$ cat src/rtl/inst_ram_loader_if.sv
// Loader bus: UART byte stream in, SRAM port-0 write strobe out.
// The loader connects through master; the byte source / SRAM side uses slave.
interface inst_ram_loader_if #(
   parameter int ADDR_W = 9
);
   logic              rx_valid;
   logic [7:0]        rx_data;
   logic              csb0;
   logic              web0;
   logic [3:0]        wmask0;
   logic [ADDR_W-1:0] addr0;
   logic [31:0]       din0;

   modport master (
      input  rx_valid, rx_data,
      output csb0, web0, wmask0, addr0, din0
   );

   modport slave (
      output rx_valid, rx_data,
      input  csb0, web0, wmask0, addr0, din0
   );
endinterface

$ cat src/rtl/inst_ram_loader.sv
// Boot loader: parses a length-prefixed byte image, writes little-endian words to
// SRAM port 0, and releases the core only after the XOR checksum matches.
module inst_ram_loader #(
   parameter int ADDR_W    = 9,
   parameter int MAX_WORDS = 512
) (
   input  logic              clk,
   input  logic              rst,
   inst_ram_loader_if.master bus,
   output logic              cpu_rst,
   output logic              load_done,
   output logic              load_err
);
   typedef enum logic [2:0] {LEN_LO, LEN_HI, DATA, CSUM, DONE, ERR} state_t;

   state_t            state_reg, state_next;
   logic [7:0]        len_lo_reg, len_lo_next;
   logic [15:0]       n_reg, n_next;
   logic [15:0]       cnt_reg, cnt_next;
   logic [1:0]        idx_reg, idx_next;
   logic [7:0]        csum_reg, csum_next;
   logic [7:0]        lane_reg [3];
   logic [7:0]        lane_next [3];
   logic              csb0_reg, csb0_next;
   logic              web0_reg, web0_next;
   logic [3:0]        wmask0_reg, wmask0_next;
   logic [ADDR_W-1:0] addr0_reg, addr0_next;
   logic [31:0]       din0_reg, din0_next;
   logic              cpu_rst_reg, cpu_rst_next;
   logic              done_reg, done_next;
   logic              err_reg, err_next;

   logic [15:0]       len_word;
   logic              data_byte;

   assign len_word  = {bus.rx_data, len_lo_reg};
   assign data_byte = (state_reg == DATA) && bus.rx_valid;

   // Only lanes 0..2 are stored; lane 3 is taken straight from rx_data when the word completes.
   generate
      for (genvar gi = 0; gi < 3; gi++) begin : g_lane
         assign lane_next[gi] = (data_byte && idx_reg == 2'(gi)) ? bus.rx_data : lane_reg[gi];
      end
   endgenerate

   always_ff @(posedge clk) begin
      if (rst) begin
         state_reg   <= LEN_LO;
         len_lo_reg  <= 8'h00;
         n_reg       <= 16'h0000;
         cnt_reg     <= 16'h0000;
         idx_reg     <= 2'd0;
         csum_reg    <= 8'h00;
         for (int i = 0; i < 3; i++) lane_reg[i] <= 8'h00;
         csb0_reg    <= 1'b1;
         web0_reg    <= 1'b1;
         wmask0_reg  <= 4'h0;
         addr0_reg   <= '0;
         din0_reg    <= 32'h0;
         cpu_rst_reg <= 1'b1;
         done_reg    <= 1'b0;
         err_reg     <= 1'b0;
      end else begin
         state_reg   <= state_next;
         len_lo_reg  <= len_lo_next;
         n_reg       <= n_next;
         cnt_reg     <= cnt_next;
         idx_reg     <= idx_next;
         csum_reg    <= csum_next;
         for (int i = 0; i < 3; i++) lane_reg[i] <= lane_next[i];
         csb0_reg    <= csb0_next;
         web0_reg    <= web0_next;
         wmask0_reg  <= wmask0_next;
         addr0_reg   <= addr0_next;
         din0_reg    <= din0_next;
         cpu_rst_reg <= cpu_rst_next;
         done_reg    <= done_next;
         err_reg     <= err_next;
      end
   end

   always_comb begin
      state_next  = state_reg;
      len_lo_next = len_lo_reg;
      n_next      = n_reg;
      cnt_next    = cnt_reg;
      idx_next    = idx_reg;
      csum_next   = csum_reg;
      csb0_next   = 1'b1;
      web0_next   = 1'b1;
      wmask0_next = 4'h0;
      addr0_next  = addr0_reg;
      din0_next   = din0_reg;

      case (state_reg)
         LEN_LO: begin
            if (bus.rx_valid) begin
               len_lo_next = bus.rx_data;
               state_next  = LEN_HI;
            end
         end
         LEN_HI: begin
            if (bus.rx_valid) begin
               n_next    = len_word;
               cnt_next  = 16'h0000;
               idx_next  = 2'd0;
               csum_next = 8'h00;
               if (len_word > 16'(MAX_WORDS))
                  state_next = ERR;
               else if (len_word == 16'h0000)
                  state_next = CSUM;
               else
                  state_next = DATA;
            end
         end
         DATA: begin
            if (bus.rx_valid) begin
               csum_next = csum_reg ^ bus.rx_data;
               idx_next  = idx_reg + 2'd1;
               // Word complete: register a one-cycle strobe and count the word now,
               // so a byte arriving during the strobe already lands in the next word.
               if (idx_reg == 2'd3) begin
                  csb0_next   = 1'b0;
                  web0_next   = 1'b0;
                  wmask0_next = 4'hF;
                  addr0_next  = cnt_reg[ADDR_W-1:0];
                  din0_next   = {bus.rx_data, lane_reg[2], lane_reg[1], lane_reg[0]};
                  cnt_next    = cnt_reg + 16'd1;
                  if (cnt_reg + 16'd1 == n_reg)
                     state_next = CSUM;
               end
            end
         end
         CSUM: begin
            if (bus.rx_valid)
               state_next = (bus.rx_data == csum_reg) ? DONE : ERR;
         end
         DONE:    state_next = DONE;
         ERR:     state_next = ERR;
         default: state_next = ERR;
      endcase

      // Status flags track the state being entered so they appear with it.
      cpu_rst_next = (state_next != DONE);
      done_next    = (state_next == DONE);
      err_next     = (state_next == ERR);
   end

   assign bus.csb0   = csb0_reg;
   assign bus.web0   = web0_reg;
   assign bus.wmask0 = wmask0_reg;
   assign bus.addr0  = addr0_reg;
   assign bus.din0   = din0_reg;
   assign cpu_rst    = cpu_rst_reg;
   assign load_done  = done_reg;
   assign load_err   = err_reg;
endmodule

$ cat src/flat_wrapper.sv
// flat-port wrapper written by rule: the top's interface ports become plain ports
module inst_ram_loader_flat 
#(
   parameter int ADDR_W    = 9,
   parameter int MAX_WORDS = 512
)
  (clk, rst, cpu_rst, load_done, load_err, bus_rx_valid, bus_rx_data, bus_csb0, bus_web0, bus_wmask0, bus_addr0, bus_din0);
  inst_ram_loader_if #(.ADDR_W(ADDR_W)) bus_i ();
  input  logic clk;
  input  logic rst;
  output logic cpu_rst;
  output logic load_done;
  output logic load_err;
  input wire logic [$bits(bus_i.rx_valid)-1:0] bus_rx_valid;
  input wire logic [$bits(bus_i.rx_data)-1:0] bus_rx_data;
  output wire logic [$bits(bus_i.csb0)-1:0] bus_csb0;
  output wire logic [$bits(bus_i.web0)-1:0] bus_web0;
  output wire logic [$bits(bus_i.wmask0)-1:0] bus_wmask0;
  output wire logic [$bits(bus_i.addr0)-1:0] bus_addr0;
  output wire logic [$bits(bus_i.din0)-1:0] bus_din0;
  assign bus_i.rx_valid = bus_rx_valid;
  assign bus_i.rx_data = bus_rx_data;
  assign bus_csb0 = bus_i.csb0;
  assign bus_web0 = bus_i.web0;
  assign bus_wmask0 = bus_i.wmask0;
  assign bus_addr0 = bus_i.addr0;
  assign bus_din0 = bus_i.din0;
  inst_ram_loader #(.ADDR_W(ADDR_W), .MAX_WORDS(MAX_WORDS)) u_core (.clk(clk), .rst(rst), .bus(bus_i), .cpu_rst(cpu_rst), .load_done(load_done), .load_err(load_err));
endmodule
$ cat config.mk
export PLATFORM = sky130hd
export DESIGN_NAME = inst_ram_loader_flat
export DESIGN_NICKNAME = d
export VERILOG_FILES = /design/src/rtl/inst_ram_loader_if.sv /design/src/rtl/inst_ram_loader.sv /design/src/flat_wrapper.sv
export SDC_FILE = /design/constraint.sdc
export NUM_CORES = 1
export LEC_CHECK = 0
export ABC_AREA = 1
export BUFFER_PORTS_ARGS = -buffer_cell sky130_fd_sc_hd__buf_2
export CAP_MARGIN = 20
export CORE_ASPECT_RATIO = 0.7
export CORE_MARGIN = 3
export CORE_UTILIZATION = 50
export DETAILED_ROUTE_END_ITERATION = 8
export GPL_TIMING_DRIVEN = 0
export PLACE_DENSITY = 0.72
export SYNTH_ARGS = -nofsm -noshare
export SYNTH_HDL_FRONTEND = slang
export SYNTH_SLANG_ARGS = --single-unit
$ cat constraint.sdc
create_clock -name clk -period 5 [get_ports clk]
set_input_delay 1 -clock clk [delete_from_list [all_inputs] [get_ports clk]]
set_output_delay 1 -clock clk [all_outputs]
set_load 0.005 [all_outputs]
After elaboration in Yosys (flattened, before gate mapping)
Memory sizes are Yosys's and may differ from the RTL's.
Cells that the tools add are included.
{"block": "op_classes", "reduce_logical": 14, "muxes": 31, "eq_ne": 15, "n_bitwise": 6, "magnitude_cmp": 1, "addsub": 2}
{"operator": "$mux W8", "count": 8}
{"operator": "$mux W16", "count": 3}
{"operator": "$pmux W16 S2", "count": 1}
{"operator": "$mux W3", "count": 7}
{"operator": "$add A16 B1 Y16 const B", "count": 1}
{"operator": "$eq A16 B16 Y1", "count": 1}
{"operator": "$gt A16 B10 Y1 const B", "count": 1}
{"operator": "$logic_not A16 Y1", "count": 1}
{"operator": "$pmux W8 S2", "count": 1}
{"operator": "$pmux W3 S5", "count": 1}
{"operator": "$eq A3 B3 Y1 const B", "count": 3}
{"operator": "$eq A8 B8 Y1", "count": 1}
{"operator": "$xor A8 B8 Y8", "count": 1}
{"operator": "$eq A3 B2 Y1 const B", "count": 2}
{"operator": "$mux W1", "count": 6}
{"operator": "$ne A2 B2 Y1 const B", "count": 3}
{"operator": "$reduce_and A3 Y1", "count": 2}
{"operator": "$eq A2 B2 Y1 const B", "count": 2}
{"operator": "$logic_and A1 B1 Y1", "count": 4}
{"operator": "$mux W2", "count": 2}
{"operator": "$mux W4", "count": 1}
{"operator": "$pmux W2 S2", "count": 1}
{"operator": "$reduce_and A2 Y1", "count": 2}
{"operator": "$reduce_and A4 Y1", "count": 1}
{"operator": "other kinds (10)", "count": 13}
{"block": "totals", "n_memories": 1, "regBits": 102, "ram_bits": 24, "wordCells": 83, "in_bits": 11, "output_inout_bits": 50}
{"name": "u_core.lane_reg", "words": 3, "word_bits": 8, "read_ports": 3, "rd_clocked_by_memory_dff": 0, "wr": 3, "line": "inst_ram_loader.sv:22", "rtl": "logic [7:0] lane_reg [3];"}

Depth between registers and ports, before layout
{"block": "depth", "depth_word": 7, "depth_mapped": 14, "depth_no_buf": 14}

Worst setup path after synthesis
No wires, ideal clock.
{"block": "synth_timing", "path_kind": "in2reg", "startpoint": "in bus_rx_data[2]", "endpoint": "reg u_core.cpu_rst_reg (netlist: u_core.cpu_rst)", "setup_time_ps": 131, "stages": 11, "arrival_ps": 2005, "t_required_ps": 4869, "setup_slack_ps": 2863, "path_cell_list": "buf_2 -> nor2_4 -> nand3_1 -> nor2_1 -> nand2_1 -> o21ai_2 -> nand2_1 -> o21ai_0 -> inv_1 -> nor2_1 -> nand3_1"}
{"block": "synth_via", "elab_chain_cells": 6, "word_cells_on_any_way": 10}
{"element": "start, declared", "line": "flat_wrapper.sv:15", "rtl": "input wire logic [$bits(bus_i.rx_data)-1:0] bus_rx_data;"}
{"element": "parallel branches: the longest is 4 deep, another holds $gt A16 B10 Y1"}
{"element": "$pmux W3 S5 *", "line": "inst_ram_loader.sv:95", "rtl": "case (state_reg)"}
{"element": "$ne A3 B3 Y1 *", "line": "inst_ram_loader.sv:144", "rtl": "cpu_rst_next = (state_next != DONE);"}
{"element": "end signal, assigned", "line": "inst_ram_loader.sv:76", "rtl": "cpu_rst_reg <= cpu_rst_next;"}
{"element": "end, declared", "line": "inst_ram_loader.sv:29", "rtl": "logic cpu_rst_reg, cpu_rst_next;"}
Mark *: on every way between the ends.
A chain may end at the register's enable or synchronous reset.

Final worst setup path
{"block": "layout_timing", "startpoint": "in bus_rx_valid", "endpoint": "reg u_core.cnt_reg[6]"}
{"block": "layout_via", "elab_chain_cells": 2, "word_cells_on_any_way": 3}
{"element": "start, declared", "line": "flat_wrapper.sv:14", "rtl": "input wire logic [$bits(bus_i.rx_valid)-1:0] bus_rx_valid;"}
{"element": "$ne A2 B2 Y1 (no source line)"}
{"element": "$reduce_and A4 Y1 (no source line) *"}
{"element": "end signal, assigned", "line": "inst_ram_loader.sv:67", "rtl": "cnt_reg <= cnt_next;"}
{"element": "end, declared", "line": "inst_ram_loader.sv:19", "rtl": "logic [15:0] cnt_reg, cnt_next;"}
Mark *: on every way between the ends. The rest lies on a longest branch, timed or not.

==> results by group <==
Synth
  • Yosys top cell area share: 0.468
  • Synth cell types: 27
  • FFs w/ async S/R, synth: 0
  • Largest cells by area after synthesis: dfxtp_1 47%, nand2_1 10%, a21oi_1 9.1%
  • Top FF cell, synth: dfxtp_1
  • Synth Instances: approximately 730
  • Largest area contributor in the netlist: dfxtp_1
  • Mapped Nets: between 700 and 800
  • Flops & latches, synth: between 100 and 150
  • Sequential element share of the synthesized area: 0.468
  • Mapped Avg Cell Area: between 7 and 8 um^2
  • Most numerous cell in the Yosys netlist: nand2_1
  • Yosys warns: 0
  • Synth Cell Area: approximately 0.0053 mm^2
  • Top cells by instance count after synthesis: 146 x nand2_1, 123 x dfxtp_1, 96 x a21oi_1
  • EDFF count, synth: 0

Worst setup path
  • Crit path kind: in -> reg
  • Required @ worst endpoint: between 5 and 6 ns
  • Cell mode on critical path: nand2_1
  • Crit end category: register
  • Worst endpoint data arrival time: 2.45 ns
  • Buf+Inv Stages, Crit Path: 4
  • Max stage delay on crit path: between 0.3 and 0.4 ns
  • Crit-path max FO: 10
  • Cell class contributing the biggest share of worst-path delay: simple AND/OR/NAND/NOR gates
  • Slowest-stage cell, CP: nor2_2
  • Worst-path cell chain: buf_2 > nand2_1 > nor2_2 > inv_2 > nand2_1 > inv_2 > buf_2 > nand2_1 > a21oi_1
  • Kind of start point of the critical path: input port

Cells and area
  • Ratio of cells with drive above 1 in the final layout: 0.146
  • N_diodes: 0
  • Area Overhead vs Synth: 19.3%
  • Fin cells: about 940
  • Final #Nets: just over 800
  • Max reg flops: 32

GRT
  • First-pass GRT wire length: approximately 25 mm
  • Grt ovf: 0
  • Vias in the first global route: 4,930
  • Total GRT Usage: 0.268
  • Antenna violations before repair: 0
  • Largest net degree at the start of global routing: 17

Power and ir drop
  • Pwr Density: around 370 mW/mm^2
  • Pleak: ~2.6 nW
  • Worst VDD drop: roughly 270 uV

Clock network
  • Cts hold-fix bufs: 0
  • Clock latency on the worst-skew pair: between 0.4 and 0.5 ns
  • CTS resizes: 0
  • Post-CTS Repair Setup Buffers: 0
  • CTS tree: built
  • CTS Buf Count: 17
  • Root Buffer: clkbuf_16
  • CTS sink cnt: between 100 and 150
  • Bufs on Longest Clock Path: 2
  • Clk slew on worst S/H paths: 0.06 ns
  • CTS H-tree lvls: 4

Route
  • WL met1: approximately 7.5 mm
  • Residual DRC: 0
  • Drt first pass iters: 5
  • Starting DRT DRC Count: ~450
  • Highest routed layer: met4
  • Vias post-DR: between 5,000 and 6,000
  • Routed WL: between 15 and 20 mm
  • Routed wl met2: around 6.3 mm
  • Met3 wire length: between 1 and 1.5 mm
  • Vias per cell: 5.55
  • WL/cell: roughly 16 um
  • Antenna-violating nets left: 0

Timing
  • Worst-Margin Slew: slightly above 0.6 ns
  • Fin Clk Skew: 0.00672 ns
  • Relative slew slack: 0.586
  • Maximum clock frequency: roughly 460 MHz
  • Setup ws final: approximately 2.8 ns
  • Minimum clock period: between 2 and 2.5 ns
  • Final Hold Fails: 0
  • Setup_tns: 0 ns
  • Final period util: 0.437
  • Final Setup Violations: 0
  • Max Slew Vio Count: 0
  • RSZ-0062 raised after global routing: false

Run status
  • Status: finished clean

Placed design
  • IO buf count: 56
  • HPWL after DPL: around 11 mm
  • Final Wtd Congestion: roughly 0.90
  • Dpl cells: 912
  • Dpl ws: around 2.5 ns

Floorplanning
  • Die Y: slightly above 90 um
  • Core area: 0.00998 mm^2
  • Die W: ~130 um
  • # rows: 30
  • Effective utilization at floorplan: 0.527
  • # IOs: 61
  • Total die area: approximately 0.012 mm^2

Hold path
  • Worst min path class: reg -> reg

Job
  • Max-Cap Viols: 0
## routing by layer
| layer | track usage | vias up |
|---|---|---|
| li1 | - | 2527 |
| met1 | 0.381 | 2458 |
| met2 | 0.392 | 210 |
| met3 | 0.0565 | 34 |
| met4 | 0.109 | 0 |
| met5 | 0 | - |
## power by group
part | total [mW] | internal (mW) | leakage [nW] | switching, mW
Combinational | 0.127 | 0.0369 | 1.37 | 0.0906
Sequential | 1.02 | 1.00 | 0.995 | 0.0141
Clock | 1.20 | 0.753 | 0.270 | 0.445
Total | 2.34 | 1.79 | 2.63 | 0.549
## logic make-up after synthesis
group	synth area share
compound gates	0.173
xor+xnor	0.0133
fa+ha+maj	0.0119
buf+inv	0.0815
flops	0.468
simple gates	0.252
## cell usage in the layout, fill, tap and decap left out
cell type   synthesis  routed
a21oi_1            96      96
a21oi_2             1       1
buf_1               1       1
buf_2               7      63
buf_4               4       4
bufinv_16           0       2
clkbuf_1           27      28
clkbuf_16           0      17
clkbuf_8            0       2
clkinv_1            1       1
clkinv_2            0       3
clkinv_4            0       1
clkinvlp_4          0       5
dfxtp_1           123     123
ha_1                5       5
inv_1              66      66
inv_2               2       2
nand2_1           146     146
nand2_2             1       1
nand2_4             1       1
nand3_1            50      50
nand3_2             2       2
nand3b_1            5       5
nand4_1             8       8
nor2_1             71      71
nor2_2              6       6
nor2_4              5       5
nor3_1              5       5
o21ai_0            83      83
o21ai_2             1       1
or2_2               3       3
xnor2_1             4       4
xor2_1              4       4
## worst paths after layout
check	start	end	slack (ns)	depth (start not counted)
worst max-delay path	bus_rx_valid	u_core.cnt_reg[6]	2.82	9
worst min-delay path	u_core.lane_reg[0][10]	u_core.lane_reg[0][10]	0.46	2
worst max register to register	u_core.cnt_reg[1]	u_core.load_done	2.91	12
worst min register to register	u_core.lane_reg[0][10]	u_core.lane_reg[0][10]	0.46	2
## through the flow
stage / area [um^2] / hold slack (ns) / power (mW) / util
floorplan: 5270 / 0.430 / 1.11 / -
detailed placement: 5710 / 0.449 / 1.16 / 0.571
global placement: 5710 / 0.442 / 1.15 / 0.571
CTS: 6280 / 0.461 / 2.34 / 0.629
global route: 6280 / 0.481 / 2.41 / 0.629
finish: 6280 / 0.458 / 2.34 / 0.629
## tightest hold or removal path, delay by kind of cell, from the launching register on
kind	cells	cell delay (ns)
buffers and inverters	1	0.06
flip-flops	1	0.29
AO/OA/AOI/OAI	1	0.06
## cell type report
| class | count | area, um^2 |
|---|---|---|
| Fill cell | 873 | 3700 |
| Clock buffer | 20 | 457 |
| Tap cell | 128 | 160 |
| Inverter | 69 | 259 |
| Sequential cell | 123 | 2460 |
| Timing Repair Buffer | 56 | 280 |
| Clock inverter | 11 | 121 |
| Buffer | 39 | 170 |
| Multi-Input combinational cell | 497 | 2370 |
(Power assumes the default switching activity.)
